--- config.mk ---
export PLATFORM = sky130hd
export DESIGN_NAME = rx_frame_ctrl_flat
export DESIGN_NICKNAME = d
export VERILOG_FILES = /design/src/rtl/rx_frame_ctrl_if.sv /design/src/rtl/rx_frame_ctrl.sv /design/src/flat_wrapper.sv
export SDC_FILE = /design/constraint.sdc
export NUM_CORES = 1
export LEC_CHECK = 0
export ABC_AREA = 1
export ABC_CLOCK_PERIOD_IN_PS = 2600
export BUFFER_PORTS_ARGS = -buffer_cell sky130_fd_sc_hd__buf_4
export CORE_ASPECT_RATIO = 0.8
export CORE_UTILIZATION = 55
export CTS_CLUSTER_DIAMETER = 120
export DETAILED_ROUTE_END_ITERATION = 8
export PLACE_DENSITY = 0.85
export SLEW_MARGIN = 10
export SYNTH_ARGS = -nofsm -noshare
export SYNTH_HDL_FRONTEND = slang
export SYNTH_SLANG_ARGS = --single-unit
--- constraint.sdc ---
create_clock -name Clk -period 2.6 [get_ports Clk]
set_clock_uncertainty 0.05 [all_clocks]
set_input_delay 0.26 -clock Clk [delete_from_list [all_inputs] [get_ports Clk]]
set_output_delay 0.26 -clock Clk [all_outputs]
set_load 0.01 [all_outputs]
--- src/rtl/rx_frame_ctrl_if.sv ---
// Purpose: bit-time counter link and host register-side signals of the UART Rx frame controller.
//   btu        : bit-time-up pulse from the bit-time counter
//   btc_start  : run enable to the bit-time counter
//   btc_baud   : terminal count to the bit-time counter
//   rx_clr     : host has read rx_data (one-cycle pulse)
//   rx_data    : received byte
//   rx_rdy     : frame available
//   perr/ferr  : parity / framing error of the last frame
//   ovf        : sticky overrun flag
// The master modport is the frame controller side; the slave modport is the counter/host side.
interface rx_frame_ctrl_if #(
   parameter int unsigned BAUD_W = 18
);
   logic              btu;
   logic              btc_start;
   logic [BAUD_W-1:0] btc_baud;
   logic              rx_clr;
   logic [7:0]        rx_data;
   logic              rx_rdy;
   logic              perr;
   logic              ferr;
   logic              ovf;

   modport master (
      input  btu, rx_clr,
      output btc_start, btc_baud, rx_data, rx_rdy, perr, ferr, ovf
   );

   modport slave (
      output btu, rx_clr,
      input  btc_start, btc_baud, rx_data, rx_rdy, perr, ferr, ovf
   );
endinterface

--- src/rtl/rx_frame_ctrl.sv ---
// Purpose: receive-side control FSM of the UART Rx engine. Detects the start bit, paces the
// external bit-time counter, deserializes 7/8 data bits plus optional parity, checks the stop bit
// and presents the frame with ready/parity/framing/overrun flags.
// Ports:
//   Clk, Rst        : clock, asynchronous active-low reset
//   rx              : synchronized serial input, idle high
//   baud_div        : clocks per bit time (>= 4)
//   eight/pen/ohel  : 8 data bits / parity enable / odd parity, latched at start of frame
//   bus (master)    : bit-time counter link and host register signals
module rx_frame_ctrl #(
   parameter int unsigned BAUD_W = 18
) (
   input  logic              Clk,
   input  logic              Rst,
   input  logic              rx,
   input  logic [BAUD_W-1:0] baud_div,
   input  logic              eight,
   input  logic              pen,
   input  logic              ohel,
   rx_frame_ctrl_if.master   bus
);
   localparam int unsigned CNT_W = 4;
   localparam int unsigned SH_W  = 9;

   typedef enum logic [1:0] {IDLE, START, DATA, STOP} state_t;

   state_t             state_q, state_d;
   logic               eight_q, eight_d;
   logic               pen_q, pen_d;
   logic               ohel_q, ohel_d;
   logic [CNT_W-1:0]   bit_cnt_q, bit_cnt_d;
   logic [SH_W-1:0]    shreg_q, shreg_d;
   logic [7:0]         rx_data_q, rx_data_d;
   logic               rx_rdy_q, rx_rdy_d;
   logic               perr_q, perr_d;
   logic               ferr_q, ferr_d;
   logic               ovf_q, ovf_d;
   logic               btc_start_c;
   logic [BAUD_W-1:0]  btc_baud_c;
   logic [CNT_W-1:0]   n_bits_c;
   logic [CNT_W-1:0]   cnt_inc_c;
   logic [7:0]         data_c;
   logic               par_c;

   // State and datapath registers
   always_ff @(posedge Clk or negedge Rst) begin
      if (!Rst) begin
         state_q   <= IDLE;
         eight_q   <= 1'b0;
         pen_q     <= 1'b0;
         ohel_q    <= 1'b0;
         bit_cnt_q <= '0;
         shreg_q   <= '0;
         rx_data_q <= '0;
         rx_rdy_q  <= 1'b0;
         perr_q    <= 1'b0;
         ferr_q    <= 1'b0;
         ovf_q     <= 1'b0;
      end else begin
         state_q   <= state_d;
         eight_q   <= eight_d;
         pen_q     <= pen_d;
         ohel_q    <= ohel_d;
         bit_cnt_q <= bit_cnt_d;
         shreg_q   <= shreg_d;
         rx_data_q <= rx_data_d;
         rx_rdy_q  <= rx_rdy_d;
         perr_q    <= perr_d;
         ferr_q    <= ferr_d;
         ovf_q     <= ovf_d;
      end
   end

   // Next-state, datapath update and counter-control decode
   always_comb begin
      state_d     = state_q;
      eight_d     = eight_q;
      pen_d       = pen_q;
      ohel_d      = ohel_q;
      bit_cnt_d   = bit_cnt_q;
      shreg_d     = shreg_q;
      rx_data_d   = rx_data_q;
      rx_rdy_d    = rx_rdy_q;
      perr_d      = perr_q;
      ferr_d      = ferr_q;
      ovf_d       = ovf_q;
      btc_start_c = 1'b0;
      btc_baud_c  = baud_div;
      n_bits_c    = (eight_q ? CNT_W'(8) : CNT_W'(7)) + CNT_W'(pen_q);
      cnt_inc_c   = CNT_W'(bit_cnt_q + CNT_W'(1));
      // data bits sit at shreg[0..], parity directly after the last data bit
      data_c      = eight_q ? shreg_q[7:0] : {1'b0, shreg_q[6:0]};
      par_c       = eight_q ? shreg_q[8] : shreg_q[7];

      if (bus.rx_clr) begin
         rx_rdy_d = 1'b0;
         ovf_d    = 1'b0;
      end

      case (state_q)
         IDLE: begin
            if (!rx) begin
               state_d   = START;
               eight_d   = eight;
               pen_d     = pen;
               ohel_d    = ohel;
               bit_cnt_d = '0;
            end
         end
         START: begin
            btc_start_c = 1'b1;
            btc_baud_c  = BAUD_W'(baud_div >> 1);
            if (bus.btu) begin
               state_d = rx ? IDLE : DATA;
            end
         end
         DATA: begin
            btc_start_c = 1'b1;
            if (bus.btu) begin
               shreg_d[bit_cnt_q] = rx;
               bit_cnt_d          = cnt_inc_c;
               if (cnt_inc_c == n_bits_c) begin
                  state_d = STOP;
               end
            end
         end
         STOP: begin
            btc_start_c = 1'b1;
            if (bus.btu) begin
               state_d   = IDLE;
               rx_data_d = data_c;
               perr_d    = pen_q & ((^data_c ^ par_c) != ohel_q);
               ferr_d    = ~rx;
               rx_rdy_d  = 1'b1;
               // a same-cycle rx_clr consumes the old frame, so no overrun
               ovf_d     = (ovf_q | rx_rdy_q) & ~bus.rx_clr;
            end
         end
         default: state_d = IDLE;
      endcase
   end

   assign bus.btc_start = btc_start_c;
   assign bus.btc_baud  = btc_baud_c;
   assign bus.rx_data   = rx_data_q;
   assign bus.rx_rdy    = rx_rdy_q;
   assign bus.perr      = perr_q;
   assign bus.ferr      = ferr_q;
   assign bus.ovf       = ovf_q;
endmodule

--- src/flat_wrapper.sv ---
// flat-port wrapper written by rule: the top's interface ports become plain ports
module rx_frame_ctrl_flat 
#(
   parameter int unsigned BAUD_W = 18
)
  (Clk, Rst, rx, baud_div, eight, pen, ohel, bus_btu, bus_rx_clr, bus_btc_start, bus_btc_baud, bus_rx_data, bus_rx_rdy, bus_perr, bus_ferr, bus_ovf);
  rx_frame_ctrl_if #(.BAUD_W(BAUD_W)) bus_i ();
  input  logic Clk;
  input  logic Rst;
  input  logic rx;
  input  logic [BAUD_W-1:0] baud_div;
  input  logic eight;
  input  logic pen;
  input  logic ohel;
  input wire logic [$bits(bus_i.btu)-1:0] bus_btu;
  input wire logic [$bits(bus_i.rx_clr)-1:0] bus_rx_clr;
  output wire logic [$bits(bus_i.btc_start)-1:0] bus_btc_start;
  output wire logic [$bits(bus_i.btc_baud)-1:0] bus_btc_baud;
  output wire logic [$bits(bus_i.rx_data)-1:0] bus_rx_data;
  output wire logic [$bits(bus_i.rx_rdy)-1:0] bus_rx_rdy;
  output wire logic [$bits(bus_i.perr)-1:0] bus_perr;
  output wire logic [$bits(bus_i.ferr)-1:0] bus_ferr;
  output wire logic [$bits(bus_i.ovf)-1:0] bus_ovf;
  assign bus_i.btu = bus_btu;
  assign bus_i.rx_clr = bus_rx_clr;
  assign bus_btc_start = bus_i.btc_start;
  assign bus_btc_baud = bus_i.btc_baud;
  assign bus_rx_data = bus_i.rx_data;
  assign bus_rx_rdy = bus_i.rx_rdy;
  assign bus_perr = bus_i.perr;
  assign bus_ferr = bus_i.ferr;
  assign bus_ovf = bus_i.ovf;
  rx_frame_ctrl #(.BAUD_W(BAUD_W)) u_core (.Clk(Clk), .Rst(Rst), .rx(rx), .baud_div(baud_div), .eight(eight), .pen(pen), .ohel(ohel), .bus(bus_i));
endmodule
# Word-level counts from Yosys, hierarchy flattened
# Index checks and enable logic that the tools add are counted.
# Widths: inputs -> output; s select.
# word_totals
ff_bits	30
latch_bits	0
ram_bits	0
rom_bits	0
word_cells	65
memories	0
# op_classes
addsub	2
mul	0
div_mod_pow	0
n_lt_le_gt_ge	2
n_eq_ne	10
shifts	0
muxes	24
n_bitwise	6
n_reduce_logical	10
# ops
operator	n
$mux 18	1
$mux 2	6
$mux 4	3
$bwmux 9	1
$mux 1	9
$mux 8	1
$ne 2x2->1 const B	4
$pmux 2 s4	1
$pmux 4 s2	1
$reduce_xor 8->1	1
$reduce_and 2->1	3
$lt 4x5->1 const B	1
$reduce_and 5->1	1
$add 4x1->4	1
$add 4x1->4 const B	1
$demux 1 s4	1
$eq 2x2->1 const B	2
$eq 4x4->1	1
$ge 4x1->1 const B	1
$reduce_and 3->1	1
$reduce_or 3->1	1
$and 1x1->1	2
$eq 2x1->1 const B	1
$logic_not 2->1	1
7 further kinds	8

# Longest topological paths before layout
# logic_depth
depth_word	6
mapped_depth	11
depth_no_buf	11

# Least setup slack after synthesis
# Ideal clock, no wire load.
# synth_path
kind	register -> register
startpoint	register u_core.bit_cnt_q[0]
endpoint	register u_core.state_q[0]
setup_time_ns	0.077
arrival_ns	1.293
slack_ns	1.180
stages_incl_launch_ff	10
path_buffers	0
synth_period_minus_slack_ns	1.420
path_cell_list	dfrtp_1 inv_1 ha_1 nor2_1 nor2_1 nor2_1 nand3_1 nand2_1 nand2_1 a21oi_1
# synth_between
elab_chain_len	4
# synth_lines
item	line_no	source
from (decl)	rx_frame_ctrl.sv:31	logic [CNT_W-1:0] bit_cnt_q, bit_cnt_d;
from (signal assigned)	rx_frame_ctrl.sv:64	bit_cnt_q <= bit_cnt_d;
$add 4x1->4	rx_frame_ctrl.sv:90	cnt_inc_c = CNT_W'(bit_cnt_q + CNT_W'(1));
$eq 4x4->1	rx_frame_ctrl.sv:122	if (cnt_inc_c == n_bits_c) begin
$ne 2x1->1 (no line)	--	
$reduce_and 5->1 (no line)	--	
to (signal assigned)	rx_frame_ctrl.sv:60	state_q <= state_d;
to (decl)	rx_frame_ctrl.sv:27	state_t state_q, state_d;
# Every way passes these cells.
# A chain may end at the register's enable or synchronous reset.

==> reports/qor.csv <==
metric;value;unit
status;finished clean;
pwr-share-clk;19.1;%
syn_avg_cell_area;6.949;µm²
routed_wl;4287;µm
clkLatencyLatePin;0.29;ns
clkTransAtPathRegs;0.06;ns
grt_pass1_vias;1527;
hold_class;primary input to flip-flop;
chipHeight;54.15;µm
relSlewSlack;74.12;%
endpoint_kind;output port;
nets;359;
ios;57;
portBuffers;56;
tns;0;ns
synth_cell_types;22;
cp.arrival;1.60;ns
drive_gt1_share;23.24;%
first_iter_violations;97;
die_x;67.18;µm
post-route-min-period;1.905;ns
max-clock-path-buffers;2;
cts_tree;done;
antenna_cells;0;
rsz0062_at_grt;no;
dp_cells;359;
drcViolationCount;0;
clock.fmax;524.9;MHz
p_sw_share;42.31;%
dp_hpwl;3222;µm
vias_per_cell;5.079;
antenna_left;0;
syn2layout_area_growth;28.65;%
grt-ovfl-total;0;
grt_max_degree;31;
power_switching;1.081;mW
nFillCells;250;
cts.htree.levels;2;
fp.dieArea;3637;µm²
hold_violations;0;
powerDensity;1063;nW/µm²
rows;18;
post-cts-setup-buffers;0;
synth-warning-count;0;
worstPathRequired;2.29;ns
seq_area;750.7;µm²
crit_fanout;19;
via_count;1864;
cts_root_buffer;clkbuf_8;
drtPass1Iterations;4;
wl_per_cell;11.68;µm
p_leak;1.325;nW
synthesis.nets;301;
core;3153;µm²
fin_crit_sh;73.28;%
yosysSeqAreaShare;40.16;%
cts_made_buffers;5;
final_cell_area;2405;µm²
power;2.556;mW
p_comb_share;52.1;%
setup_viol;0;
dpl_cell_area;2282;µm²
grtUsageTotal;25.16;%
slew_violations;0;
worst_pin_slew;0.3881;ns
instances_no_fill;367;
finish.utilization;76.27;%
cts.sinks;30;
start_util;59.29;%
ir_worst_vdd;0.7014;mV
grt_pass1_wl;6679;µm
syn-cell-area;1869;µm²
cp-start-kind;flip-flop;
synth_cells;269;
cap_violations;0;
grt_antenna_before_repair;0;
ys_ff_latch;30;
power_frac_seq;28.8;%
critical_path_class;flip-flop to output port;
gp_congestion;0.8596;
multi_input_comb_area;944.7;µm²
p_int;1.474;mW
-- state kept, by name (all words and copies together), names as in the netlist, named ones only --
signal,flops
u_core.bit_cnt_q,4
u_core.bus.rx_rdy,1
u_core.bus.ovf,1
u_core.state_q,1
u_core.bus.rx_data,8
u_core.bus.ferr,1
u_core.eight_q,1
u_core.ohel_q,1
u_core.bus.perr,1
u_core.pen_q,1
u_core.shreg_q,9
-- cells in the mapped netlist --
cell type	count	area, µm²
a21oi_1	4	20.02
a31oi_1	1	6.260
buf_2	1	5.000
buf_4	1	7.510
buf_6	4	45.04
dfrtp_1	30	750.7
ha_1	6	75.07
inv_1	25	93.84
inv_2	6	22.52
mux2_4	1	15.01
nand2_1	126	473.0
nand2_2	1	6.260
nand2_4	2	22.52
nand3_1	17	85.08
nand3b_1	1	7.510
nand4_1	2	12.51
nor2_1	10	37.54
nor2_4	2	22.52
nor2_8	1	20.02
o21ai_0	11	55.05
o21ai_1	16	80.08
o22ai_1	1	6.260
-- cells in the final DEF (no fill, tap or decap), types with 2 or more instances in the layout --
cell / Yosys / routed
nand2_1: 126 / 126
buf_4: 1 / 56
dfrtp_1: 30 / 30
inv_1: 25 / 25
nand3_1: 17 / 17
o21ai_1: 16 / 16
o21ai_0: 11 / 11
nor2_1: 10 / 10
inv_2: 6 / 6
ha_1: 6 / 6
clkbuf_8: 0 / 6
a21oi_1: 4 / 4
nand2_4: 2 / 2
nor2_4: 2 / 2
nand4_1: 2 / 2
-- metrics by stage --
step / hold slack [ns] / setup WS (ns)
after floorplan: -0.08559 / 1.180
after global placement: 0.1559 / 1.018
after detailed placement: 0.1580 / 1.003
after CTS: 0.07698 / 0.6924
after global routing: 0.06953 / 0.6034
final: 0.07150 / 0.6947
-- path summary, 6_finish.rpt --
path,startpoint,end,slack [ns],depth (start not counted)
max,flip-flop,bus_btc_baud[0],0.69,4
min,bus_rx_clr,u_core.bus.ovf,0.07,2
max reg2reg,u_core.bit_cnt_q[0],u_core.state_q[0],1.02,10
min reg2reg,u_core.bus.rx_data[0],u_core.bus.rx_data[0],0.44,2
max in group asynchronous,Rst,u_core.bit_cnt_q[2],1.83,2
min in group asynchronous,Rst,u_core.bus.rx_data[1],0.38,2
-- layer usage --
| layer | wire length, µm | GRT usage (%) | vias to the layer above |
|---|---|---|---|
| met5 | 0 | 0 | - |
| met4 | 52 | 9.574 | 0 |
| met3 | 165 | 5.720 | 8 |
| met2 | 1983 | 40.33 | 32 |
| met1 | 2085 | 33.20 | 867 |
| li1 | - | - | 957 |
-- power by group through the flow --
stage,sequential (mW),combinational [mW],clock [mW]
CTS,0.736,1.33,0.485
global route,0.759,1.51,0.503
finish,0.736,1.33,0.488
global placement,0.734,1.29,0
floorplan,0.732,0.884,0
detailed placement,0.743,1.32,0
-- cells by family (layout without fill, tap and decap cells) --
kind of cell	after synthesis	after routing	synth area share, %
adders and majority gates	6	6	4.016
buffers and inverters	37	95	9.304
DFF	30	30	40.16
AOI/OAI and AO/OA	33	33	8.970
muxes	1	1	0.8030
and+or+nand+nor	162	162	36.75
-- layout make-up --
cell class | instances | area share, %
clock buffer | 6 | 3.434
clock inverter | 1 | 1.249
inverter | 31 | 4.839
multi-input combinational | 202 | 39.28
sequential | 30 | 31.22
tap | 40 | 2.081
timing repair buffer | 57 | 17.90
-- timing repair --
| item | CTS | global route |
|---|---|---|
| gates resized for setup | 0 | 0 |
| endpoints found under the hold margin | 30 | 0 |
| hold buffers | 1 | 0 |
-- critical path, stage by stage, from the launching register on --
cell,delay (ns)
dfrtp_1,0.51
nor2_8,0.28
inv_2,0.18
o21ai_0,0.18
buf_4,0.15
No activity file was read; power rests on OpenSTA's default activity.
